[config.mk]
export PLATFORM = sky130hd
export DESIGN_NAME = cache_arbiter
export DESIGN_NICKNAME = d
export VERILOG_FILES = /design/src/rtl/cache_arbiter.sv
export SDC_FILE = /design/constraint.sdc
export NUM_CORES = 1
export LEC_CHECK = 0
export CORE_AREA = 5 5 531 533
export CTS_BUF_LIST = sky130_fd_sc_hd__clkbuf_16
export DETAILED_ROUTE_END_ITERATION = 10
export DIE_AREA = 0 0 536 538
export GPL_TIMING_DRIVEN = 0
export PLACE_DENSITY_LB_ADDON = 0.08
export SETUP_SLACK_MARGIN = 0.1
export SYNTH_ARGS = -nofsm -noshare
export SYNTH_HDL_FRONTEND = slang
export SYNTH_SLANG_ARGS = --single-unit
[constraint.sdc]
create_clock -name clk -period 12.91 [get_ports clk]
set_input_delay 3.873 -clock clk [delete_from_list [all_inputs] [get_ports clk]]
set_output_delay 3.873 -clock clk [all_outputs]
set_load 0.05 [all_outputs]
[src/rtl/cache_arbiter.sv]
// Two-port physical-memory arbiter: shares one line-wide memory port between
// an I-cache (fills only) and a D-cache (fills and write-backs).
// One transaction at a time: IDLE -> SERVE_I/SERVE_D -> DONE -> IDLE.
// Ties are broken round-robin; the memory command is registered on the grant
// edge and held stable until the memory completes.
module cache_arbiter #(
    parameter int unsigned ADDR_W = 32,
    parameter int unsigned LINE_W = 256
) (
    input  logic              clk,
    input  logic              rst,

    // I-cache side
    input  logic              i_pmem_read,
    input  logic [ADDR_W-1:0] i_pmem_address,
    output logic [LINE_W-1:0] i_pmem_rdata,
    output logic              i_pmem_resp,

    // D-cache side
    input  logic              d_pmem_read,
    input  logic              d_pmem_write,
    input  logic [ADDR_W-1:0] d_pmem_address,
    input  logic [LINE_W-1:0] d_pmem_wdata,
    output logic [LINE_W-1:0] d_pmem_rdata,
    output logic              d_pmem_resp,

    // Physical-memory side
    output logic              pmem_read,
    output logic              pmem_write,
    output logic [ADDR_W-1:0] pmem_address,
    output logic [LINE_W-1:0] pmem_wdata,
    input  logic [LINE_W-1:0] pmem_rdata,
    input  logic              pmem_resp
);

    localparam logic [1:0] ST_IDLE    = 2'd0;
    localparam logic [1:0] ST_SERVE_I = 2'd1;
    localparam logic [1:0] ST_SERVE_D = 2'd2;
    localparam logic [1:0] ST_DONE    = 2'd3;

    localparam logic GRANT_I = 1'b0;
    localparam logic GRANT_D = 1'b1;

    logic [1:0]        r_state;
    logic [1:0]        w_state_nxt;
    logic              r_last_grant;

    logic              r_pmem_read;
    logic              r_pmem_write;
    logic [ADDR_W-1:0] r_pmem_address;
    logic [LINE_W-1:0] r_pmem_wdata;

    logic              w_i_req;
    logic              w_d_req;
    logic              w_grant_i;
    logic              w_grant_d;
    logic              w_serve_end;
    logic              w_i_resp;
    logic              w_d_resp;

    // A D-cache request is either a fill or a write-back
    assign w_i_req = i_pmem_read;
    assign w_d_req = d_pmem_read | d_pmem_write;

    // Next-state and grant decode; DONE ignores requests to absorb requester deassert latency
    always_comb begin
        w_state_nxt = r_state;
        w_grant_i   = 1'b0;
        w_grant_d   = 1'b0;
        w_serve_end = 1'b0;
        case (r_state)
            ST_IDLE: begin
                if (w_i_req && w_d_req) begin
                    if (r_last_grant == GRANT_D) begin
                        w_grant_i = 1'b1;
                    end else begin
                        w_grant_d = 1'b1;
                    end
                end else if (w_i_req) begin
                    w_grant_i = 1'b1;
                end else if (w_d_req) begin
                    w_grant_d = 1'b1;
                end

                if (w_grant_i) begin
                    w_state_nxt = ST_SERVE_I;
                end else if (w_grant_d) begin
                    w_state_nxt = ST_SERVE_D;
                end
            end
            ST_SERVE_I, ST_SERVE_D: begin
                if (pmem_resp) begin
                    w_state_nxt = ST_DONE;
                    w_serve_end = 1'b1;
                end
            end
            ST_DONE: begin
                w_state_nxt = ST_IDLE;
            end
            default: begin
                w_state_nxt = ST_IDLE;
            end
        endcase
    end

    // State register
    always_ff @(posedge clk or posedge rst) begin
        if (rst) begin
            r_state <= ST_IDLE;
        end else begin
            r_state <= w_state_nxt;
        end
    end

    // Round-robin history; reset to D so the I-cache wins the first tie
    always_ff @(posedge clk or posedge rst) begin
        if (rst) begin
            r_last_grant <= GRANT_D;
        end else if (w_grant_i) begin
            r_last_grant <= GRANT_I;
        end else if (w_grant_d) begin
            r_last_grant <= GRANT_D;
        end
    end

    // Memory command capture on grant; held untouched for the whole SERVE state
    always_ff @(posedge clk or posedge rst) begin
        if (rst) begin
            r_pmem_read    <= 1'b0;
            r_pmem_write   <= 1'b0;
            r_pmem_address <= ADDR_W'(0);
            r_pmem_wdata   <= LINE_W'(0);
        end else if (w_grant_i) begin
            r_pmem_read    <= 1'b1;
            r_pmem_write   <= 1'b0;
            r_pmem_address <= i_pmem_address;
            r_pmem_wdata   <= LINE_W'(0);
        end else if (w_grant_d) begin
            // Write-back takes precedence when the D-cache raises both commands
            r_pmem_read    <= d_pmem_read & ~d_pmem_write;
            r_pmem_write   <= d_pmem_write;
            r_pmem_address <= d_pmem_address;
            r_pmem_wdata   <= d_pmem_wdata;
        end else if (w_serve_end) begin
            r_pmem_read    <= 1'b0;
            r_pmem_write   <= 1'b0;
        end
    end

    assign pmem_read    = r_pmem_read;
    assign pmem_write   = r_pmem_write;
    assign pmem_address = r_pmem_address;
    assign pmem_wdata   = r_pmem_wdata;

    // Completion is steered combinationally to the requester being served
    assign w_i_resp = (r_state == ST_SERVE_I) & pmem_resp;
    assign w_d_resp = (r_state == ST_SERVE_D) & pmem_resp;

    assign i_pmem_resp  = w_i_resp;
    assign d_pmem_resp  = w_d_resp;
    assign i_pmem_rdata = w_i_resp ? pmem_rdata : LINE_W'(0);
    assign d_pmem_rdata = w_d_resp ? pmem_rdata : LINE_W'(0);

endmodule

==> impl_metrics.yaml, run 1 <==
status:
  status: "complete, no violations"
detailed_routing:
  viasPerCell: 2.90
  dr_wl_met2_um: 105000
  drt-met1-wl_um: 75100
  detail_route.wl_per_cell_um: 32.7
  vias: 18900
  drtIter0Drc: 1057
  firstDrtPassIters: 5
  dr_wl_met3_um: 27800
  drt-total-wl_um: 213000
  drcViolationCount: 0
  top_layer_used: "met5"
  ant_nets: 0
synthesis:
  yosysWarnings: 0
  ys_ff_latch: 293
  synth_mux_area_share_pct: 0.147
  synth_fa_ha_area_share_pct: 0.346
  synth_nets: 1923
  syn_avg_cell_area_um2: 10.8
  syn-instance-count: 1337
  synth_simple_gate_area_share_pct: 23.9
  yosysSeqAreaShare_pct: 50.8
  synth_top_family_by_area: "simple AND/OR/NAND/NOR gates"
  synth_compound_area_share_pct: 18.3
  synth-xor-area-share_pct: 0
  synth_area_mm2: 0.0144
  ys_types: 28
die:
  num_rows: 193
  fp.dieW_um: 536
  fp.coreArea_mm2: 0.276
  start_util_pct: 5.23
  die_h_um: 538
  dieArea_mm2: 0.288
  pin_count: 1386
grt:
  grt_max_degree: 83
  grt_use_total_pct: 13.9
  antenna_found_initial: 160
  grt_pass1_wl_um: 256000
  grt_overflow: 0
  grt_pass1_vias: 19900
flow_run:
  maxCapViolations: 0
timing:
  period_minus_slack_ns: 11.26
  tns_ns: 0
  clock_skew_ns: 0.0234
  setup_viol: 0
  hold_viol: 0
  max-slew-margin-rel_pct: 29.6
  slew_viol_final: 0
  worst_pin_slew_ns: 1.06
  rsz0062_at_grt: "no"
  fmax_mhz: 88.8
  fin_crit_sh_pct: 87.2
layout:
  nNetsFinal: 3357
  post-route-util_pct: 12.5
  syn2layout_area_growth_pct: 138
  drive_gt1_share_pct: 4.53
clock_network:
  cts_resized: 0
  post_cts_buffers: 0
  clk_pin_slew_ns: 0.05
  cts-hold-fix-buffers: 0
  htreeDepth: 2
  clk_latency_ns: 0.60
  cts_max_path_buffers: 3
  cts_sinks: 293
  cts_made_buffers: 45
  tritoncts: "built"
  clockRootBuffer: "clkbuf_16"
setup_path:
  crit_slowest_cell: "clkdlybuf4s50_1"
  crit_type: "input port to output pin"
  crit_top_cell: "clkbuf_1"
  crit_required_ns: 9.04
  end_kind: "output pin"
  crit_fanout: 10
  cp-start-kind: "input port"
  cpPeakStageDelay_ns: 1.12
  cp.arrival_ns: 7.39
  crit_chain: "buf_2 -> clkbuf_1 -> clkbuf_1 -> and3_1 -> clkdlybuf4s50_1"
power_and_ir_drop:
  p_sw_share_pct: 56.0
  p_per_area_mw_per_mm2: 241
  seqPwrFrac_pct: 18.2
  leakagePower_nw: 14.4
  ir_drop_uv: 82.7
  pwr-share-comb_pct: 67.7
  internal_power_w: 0.00366
  clkPwrFrac_pct: 14.0
  power_switching_w: 0.00465
placement:
  numPortBuffers: 1384
  dpl.hpwl_um: 187000
  place.gp.congestion: 0.893
worst_hold_path:
  hp-class: "flip-flop to flip-flop"
[synthesized netlist by cell type]
| cell type | count | area share (%) |
|---|---|---|
| dfstp_2 | 1 | 0.18 |
| buf_2 | 37 | 1.3 |
| nand2b_1 | 2 | 0.087 |
| nand2_1 | 1 | 0.026 |
| clkbuf_1 | 114 | 3.0 |
| nor2b_1 | 2 | 0.087 |
| mux2i_1 | 1 | 0.069 |
| a32o_1 | 2 | 0.14 |
| a22o_1 | 256 | 16 |
| o22ai_1 | 1 | 0.043 |
| nor2_1 | 1 | 0.026 |
| ha_1 | 4 | 0.35 |
| inv_1 | 7 | 0.18 |
| mux2_2 | 1 | 0.078 |
| buf_4 | 5 | 0.26 |
| buf_1 | 1 | 0.026 |
| o211a_1 | 1 | 0.069 |
| o311ai_0 | 2 | 0.12 |
| a221o_1 | 32 | 2.2 |
| o31ai_1 | 1 | 0.052 |
| a32oi_1 | 1 | 0.061 |
| and3_1 | 512 | 22 |
| dfrtp_1 | 292 | 51 |
| o21ba_2 | 1 | 0.069 |
| or2_2 | 1 | 0.043 |
| and2_1 | 34 | 1.5 |
| a21boi_1 | 1 | 0.052 |
| buf_6 | 23 | 1.8 |
[layout by cell type (no fill, tap or decap), types with 5 or more instances in the layout]
cell type and n:
dfrtp_1 292, clkbuf_1 114, inv_1 16, a221o_1 32, clkbuf_16 45, a22o_1 256
diode_2 18, clkinv_1 17, clkdlybuf4s50_1 1384, and3_1 512, buf_2 37, buf_4 5
buf_6 23, and2_1 34
[final cells by class]
cell class	count	area, um2
timing repair buffer	1387	13900
sequential	293	7330
clock inverter	36	194
clock buffer	45	1130
fill	31500	242000
antenna	18	45.0
inverter	7	33.8
tap	3705	4640
buffer	180	913
multi-input combinational	857	6180
[power by group through the flow]
stage / combinational (W) / clock, W / sequential, W
after CTS: 0.00577 / 0.00125 / 0.00152
final: 0.00562 / 0.00117 / 0.00151
after detailed placement: 0.00574 / 0 / 0.00153
after floorplan: 0.00192 / 0 / 0.00273
after global routing: 0.00589 / 0.00127 / 0.00156
after global placement: 0.00581 / 0 / 0.00154
[logic make-up after synthesis]
kind of cell | Yosys count
compound gates | 298
fa+ha+maj | 4
buf+inv | 187
flops | 293
mux | 2
simple gates | 553
[through the flow]
stage          hold WS [ns]  cells  setup slack [ns]  total power [W]  cell area, um2
6_report              0.494   6528              1.65          0.00830           34400
4_1_cts               0.500   6510              1.24          0.00854           34300
5_1_grt               0.506   6514              1.39          0.00872           34400
3_5_place_dp          0.480   6429              1.24          0.00727           33000
2_1_floorplan         0.508   1337             0.948          0.00465           14400
3_3_place_gp          0.484   6426             -6.88          0.00734           32900
[flip-flops by register name, indices dropped and copies added, names as in the netlist]
register / count
pmem_wdata: 256
pmem_address: 32
r_state: 2
pmem_read: 1
pmem_write: 1
r_last_grant: 1
[worst max-delay path: cells and delay by family]
| family | cells | cell delay (ns) |
|---|---|---|
| simple gates | 1 | 0.71 |
| buf+inv | 4 | 2.76 |
[final timing paths]
check / from / end / slack [ns] / cells after the start
setup / recovery: pmem_resp / d_pmem_rdata[245] / 1.65 / 5
hold / removal: pmem_wdata[222]$_DFFE_PP0P_ / pmem_wdata[222]$_DFFE_PP0P_ / 0.49 / 1
setup reg to reg: r_state[1]$_DFFE_PP0P_ / pmem_wdata[129]$_DFFE_PP0P_ / 10.53 / 7
hold reg to reg: pmem_wdata[222]$_DFFE_PP0P_ / pmem_wdata[222]$_DFFE_PP0P_ / 0.49 / 1
max in group asynchronous: rst / pmem_wdata[167]$_DFFE_PP0P_ / 7.79 / 4
min in group asynchronous: rst / pmem_wdata[20]$_DFFE_PP0P_ / 3.76 / 2
[metal layers]
metal | global-route usage, % | vias to the layer above
li1 | - | 7975
met1 | 14.6 | 9345
met2 | 24.7 | 1295
met3 | 7.45 | 286
met4 | 2.71 | 34
met5 | 0 | -
No activity file was read; power rests on OpenSTA's default activity.
==> inputs of run 2 (changes only) <==
--- a/config.mk
+++ b/config.mk
@@ -5,10 +5,11 @@
 export SDC_FILE = /design/constraint.sdc
 export NUM_CORES = 1
 export LEC_CHECK = 0
-export CORE_AREA = 5 5 531 533
+export ABC_AREA = 1
+export CORE_AREA = 5 5 541 543
 export CTS_BUF_LIST = sky130_fd_sc_hd__clkbuf_16
 export DETAILED_ROUTE_END_ITERATION = 10
-export DIE_AREA = 0 0 536 538
+export DIE_AREA = 0 0 546 548
 export GPL_TIMING_DRIVEN = 0
 export PLACE_DENSITY_LB_ADDON = 0.08
 export SETUP_SLACK_MARGIN = 0.1
==> run 2 against run 1 <==
  * Global-route usage is 0.74 points lower
  * Largest power group unchanged
  * Combinational power is essentially flat
  * Sequential share of layout area is 0.49 points lower
  * Via count is 8.0% higher
  * Sequential cell count is the same
  * Non-clock buffer count is 20 lower
  * Fmax fell by 2.7%
==> impl_metrics.yaml, run 2 <==
synthesis:
  yosysTopAreaCellShare_pct: 48.6
  synth_area_mm2: 0.0150
  synth_commonest_cells: "nand2_1, nor2_1, nand3_1"
  syn-instance-count: 2164
  synth_nets: 2750
  ys_ff_latch: 293
  ys_types: 18
  syn_avg_cell_area_um2: 6.95
  yosysTopAreaCell: "dfrtp_1"
  synth_edf_count: 0
  yosysWarnings: 0
  synthTopCellsByArea: "dfrtp_1, nand2_1, nor2_1, nand3_1, inv_1"
  synth_flop_cell: "dfrtp_1"
  synth-async-reset-ratio_pct: 100
  synth.most_common_cell: "nand2_1"
  yosysSeqAreaShare_pct: 48.8
die:
  die_h_um: 548
  fp.coreArea_mm2: 0.287
  fp.dieW_um: 546
  dieArea_mm2: 0.299
  pin_count: 1386
  num_rows: 197
  start_util_pct: 5.24
clock_network:
  cts_sinks: 293
  post_cts_buffers: 0
  cts_max_path_buffers: 3
  clockRootBuffer: "clkbuf_16"
  htreeDepth: 2
  cts-hold-fix-buffers: 0
  cts_resized: 0
  cts_made_buffers: 47
  tritoncts: "built"
  clk_latency_ns: 0.62
  clk_pin_slew_ns: 0.06
setup_path:
  crit_type: "input port to output pin"
  cpPeakStageDelay_ns: 0.95
  crit_required_ns: 9.04
  crit_chain: "clkdlybuf4s50_1 -> nand2_1 -> clkbuf_1 -> clkbuf_1 -> nor2_1 -> clkdlybuf4s50_1"
  cp.arrival_ns: 7.70
  crit_slowest_cell: "clkdlybuf4s50_1"
  cp-start-kind: "input port"
  end_kind: "output pin"
  crit_fanout: 10
power_and_ir_drop:
  clkPwrFrac_pct: 14.9
  ir_drop_uv: 99.5
  internal_power_w: 0.00356
  p_sw_share_pct: 57.9
  p_per_area_mw_per_mm2: 240
  seqPwrFrac_pct: 18.2
  leakagePower_nw: 15.1
  pwr-share-comb_pct: 66.8
  power_switching_w: 0.00490
timing:
  whs_ns: 0.494
  max-slew-margin-rel_pct: 23.0
  period_minus_slack_ns: 11.57
  rsz0062_at_grt: "no"
  hold_viol: 0
  fin_crit_sh_pct: 89.7
  worst_pin_slew_ns: 1.16
  slew_viol_final: 0
  fmax_mhz: 86.4
  clock_skew_ns: 0.0358
  setup_viol: 0
detailed_routing:
  firstDrtPassIters: 5
  ant_nets: 0
  drtIter0Drc: 1184
  vias: 20400
  drcViolationCount: 0
  drt-total-wl_um: 206000
  detail_route.wl_per_cell_um: 27.7
  viasPerCell: 2.75
worst_hold_path:
  hp-class: "flip-flop to flip-flop"
layout:
  largest_register_ffs: 256
  nNetsFinal: 4187
  final_common_cell: "clkdlybuf4s50_1"
  final_cell_mix: "clkdlybuf4s50_1, nand2_1, nor2_1"
  drive_gt1_share_pct: 4.43
  post-route-util_pct: 12.3
  syn2layout_area_growth_pct: 134
  nFillCells: 33300
  design_area_mm2: 0.0352
grt:
  grt_overflow: 0
  grt_pass1_vias: 21600
  grt_pass1_wl_um: 258000
  grt_max_degree: 85
  antenna_found_initial: 102
  grt_use_total_pct: 13.2
placement:
  place.gp.congestion: 0.878
  numPortBuffers: 1385
  dpl.hpwl_um: 180000
  placed_area_mm2: 0.0337
flow_run:
  maxCapViolations: 0
status:
  status: "complete, no violations"
-- run 2: cell count changes in the layout (fill, tap and decap cells not counted), moves of 256 or more --
cell,delta
a22o_1,-256
and3_1,-512
inv_1,+268
nand2_1,+562
nand3_1,+353
nor2_1,+513
-- run 2: per-stage QoR --
step	setup slack, ns	instances	setup TNS (ns)	total power [W]
finish	1.34	7438	0	0.00846
global route	0.873	7418	0	0.00897
CTS	0.914	7417	0	0.00878
detailed placement	0.934	7333	0	0.00741
global placement	-7.61	7330	-2158.26	0.00743
floorplan	0.948	2164	0	0.00466
-- run 2: worst max-delay path: cells and delay by family --
family,cells,cell delay (ns)
and+or+nand+nor,2,0.82
buffers and inverters,4,2.95
-- run 2: per-layer routing --
metal / GRT usage, % / routed length [um] / up-vias
li1: - / - / 9445
met1: 16.3 / 87400 / 9788
met2: 21.9 / 96100 / 962
met3: 5.53 / 20000 / 185
met4: 1.58 / 2540 / 62
met5: 0 / 382 / -
-- run 2: layout make-up --
cell class	instances	area, um2	share of cell area [%]
diodes	21	52.6	0.149
well taps	3781	4730	13.4
clock inverters	36	216	0.615
repair buffers	1388	13900	39.6
multi-input cells	1443	5920	16.8
clock buffers	48	1200	3.41
flip-flops and latches	293	7330	20.8
inverters	269	1020	2.89
plain buffers	159	783	2.23
-- run 2: final timing paths --
check / from / end / slack (ns) / depth (start not counted)
worst max-delay path: pmem_resp / i_pmem_rdata[248] / 1.34 / 6
worst min-delay path: pmem_wdata[27]$_DFFE_PP0P_ / pmem_wdata[27]$_DFFE_PP0P_ / 0.49 / 2
worst max register to register: r_state[0]$_DFFE_PP0P_ / pmem_wdata[202]$_DFFE_PP0P_ / 10.28 / 8
worst min register to register: pmem_wdata[27]$_DFFE_PP0P_ / pmem_wdata[27]$_DFFE_PP0P_ / 0.49 / 2
max in group asynchronous: rst / pmem_wdata[175]$_DFFE_PP0P_ / 7.62 / 4
min in group asynchronous: rst / pmem_wdata[4]$_DFFE_PP0P_ / 3.72 / 2
-- run 2: power by group through the flow --
| stage | Clock (W) | Combinational [W] | Sequential (W) |
|---|---|---|---|
| 3_5_place_dp | 0 | 0.00584 | 0.00156 |
| 5_1_grt | 0.00138 | 0.00600 | 0.00160 |
| 2_1_floorplan | 0 | 0.00182 | 0.00283 |
| 3_3_place_gp | 0 | 0.00587 | 0.00156 |
| 6_report | 0.00126 | 0.00565 | 0.00154 |
| 4_1_cts | 0.00136 | 0.00586 | 0.00155 |
-- run 2: cell families after synthesis --
family / count (synthesis) / share of synthesized area, %
buffers and inverters: 428 / 11.9
adders and majority gates: 4 / 0.333
AOI/OAI and AO/OA: 5 / 0.191
and+or+nand+nor: 1434 / 38.8
DFF: 293 / 48.8
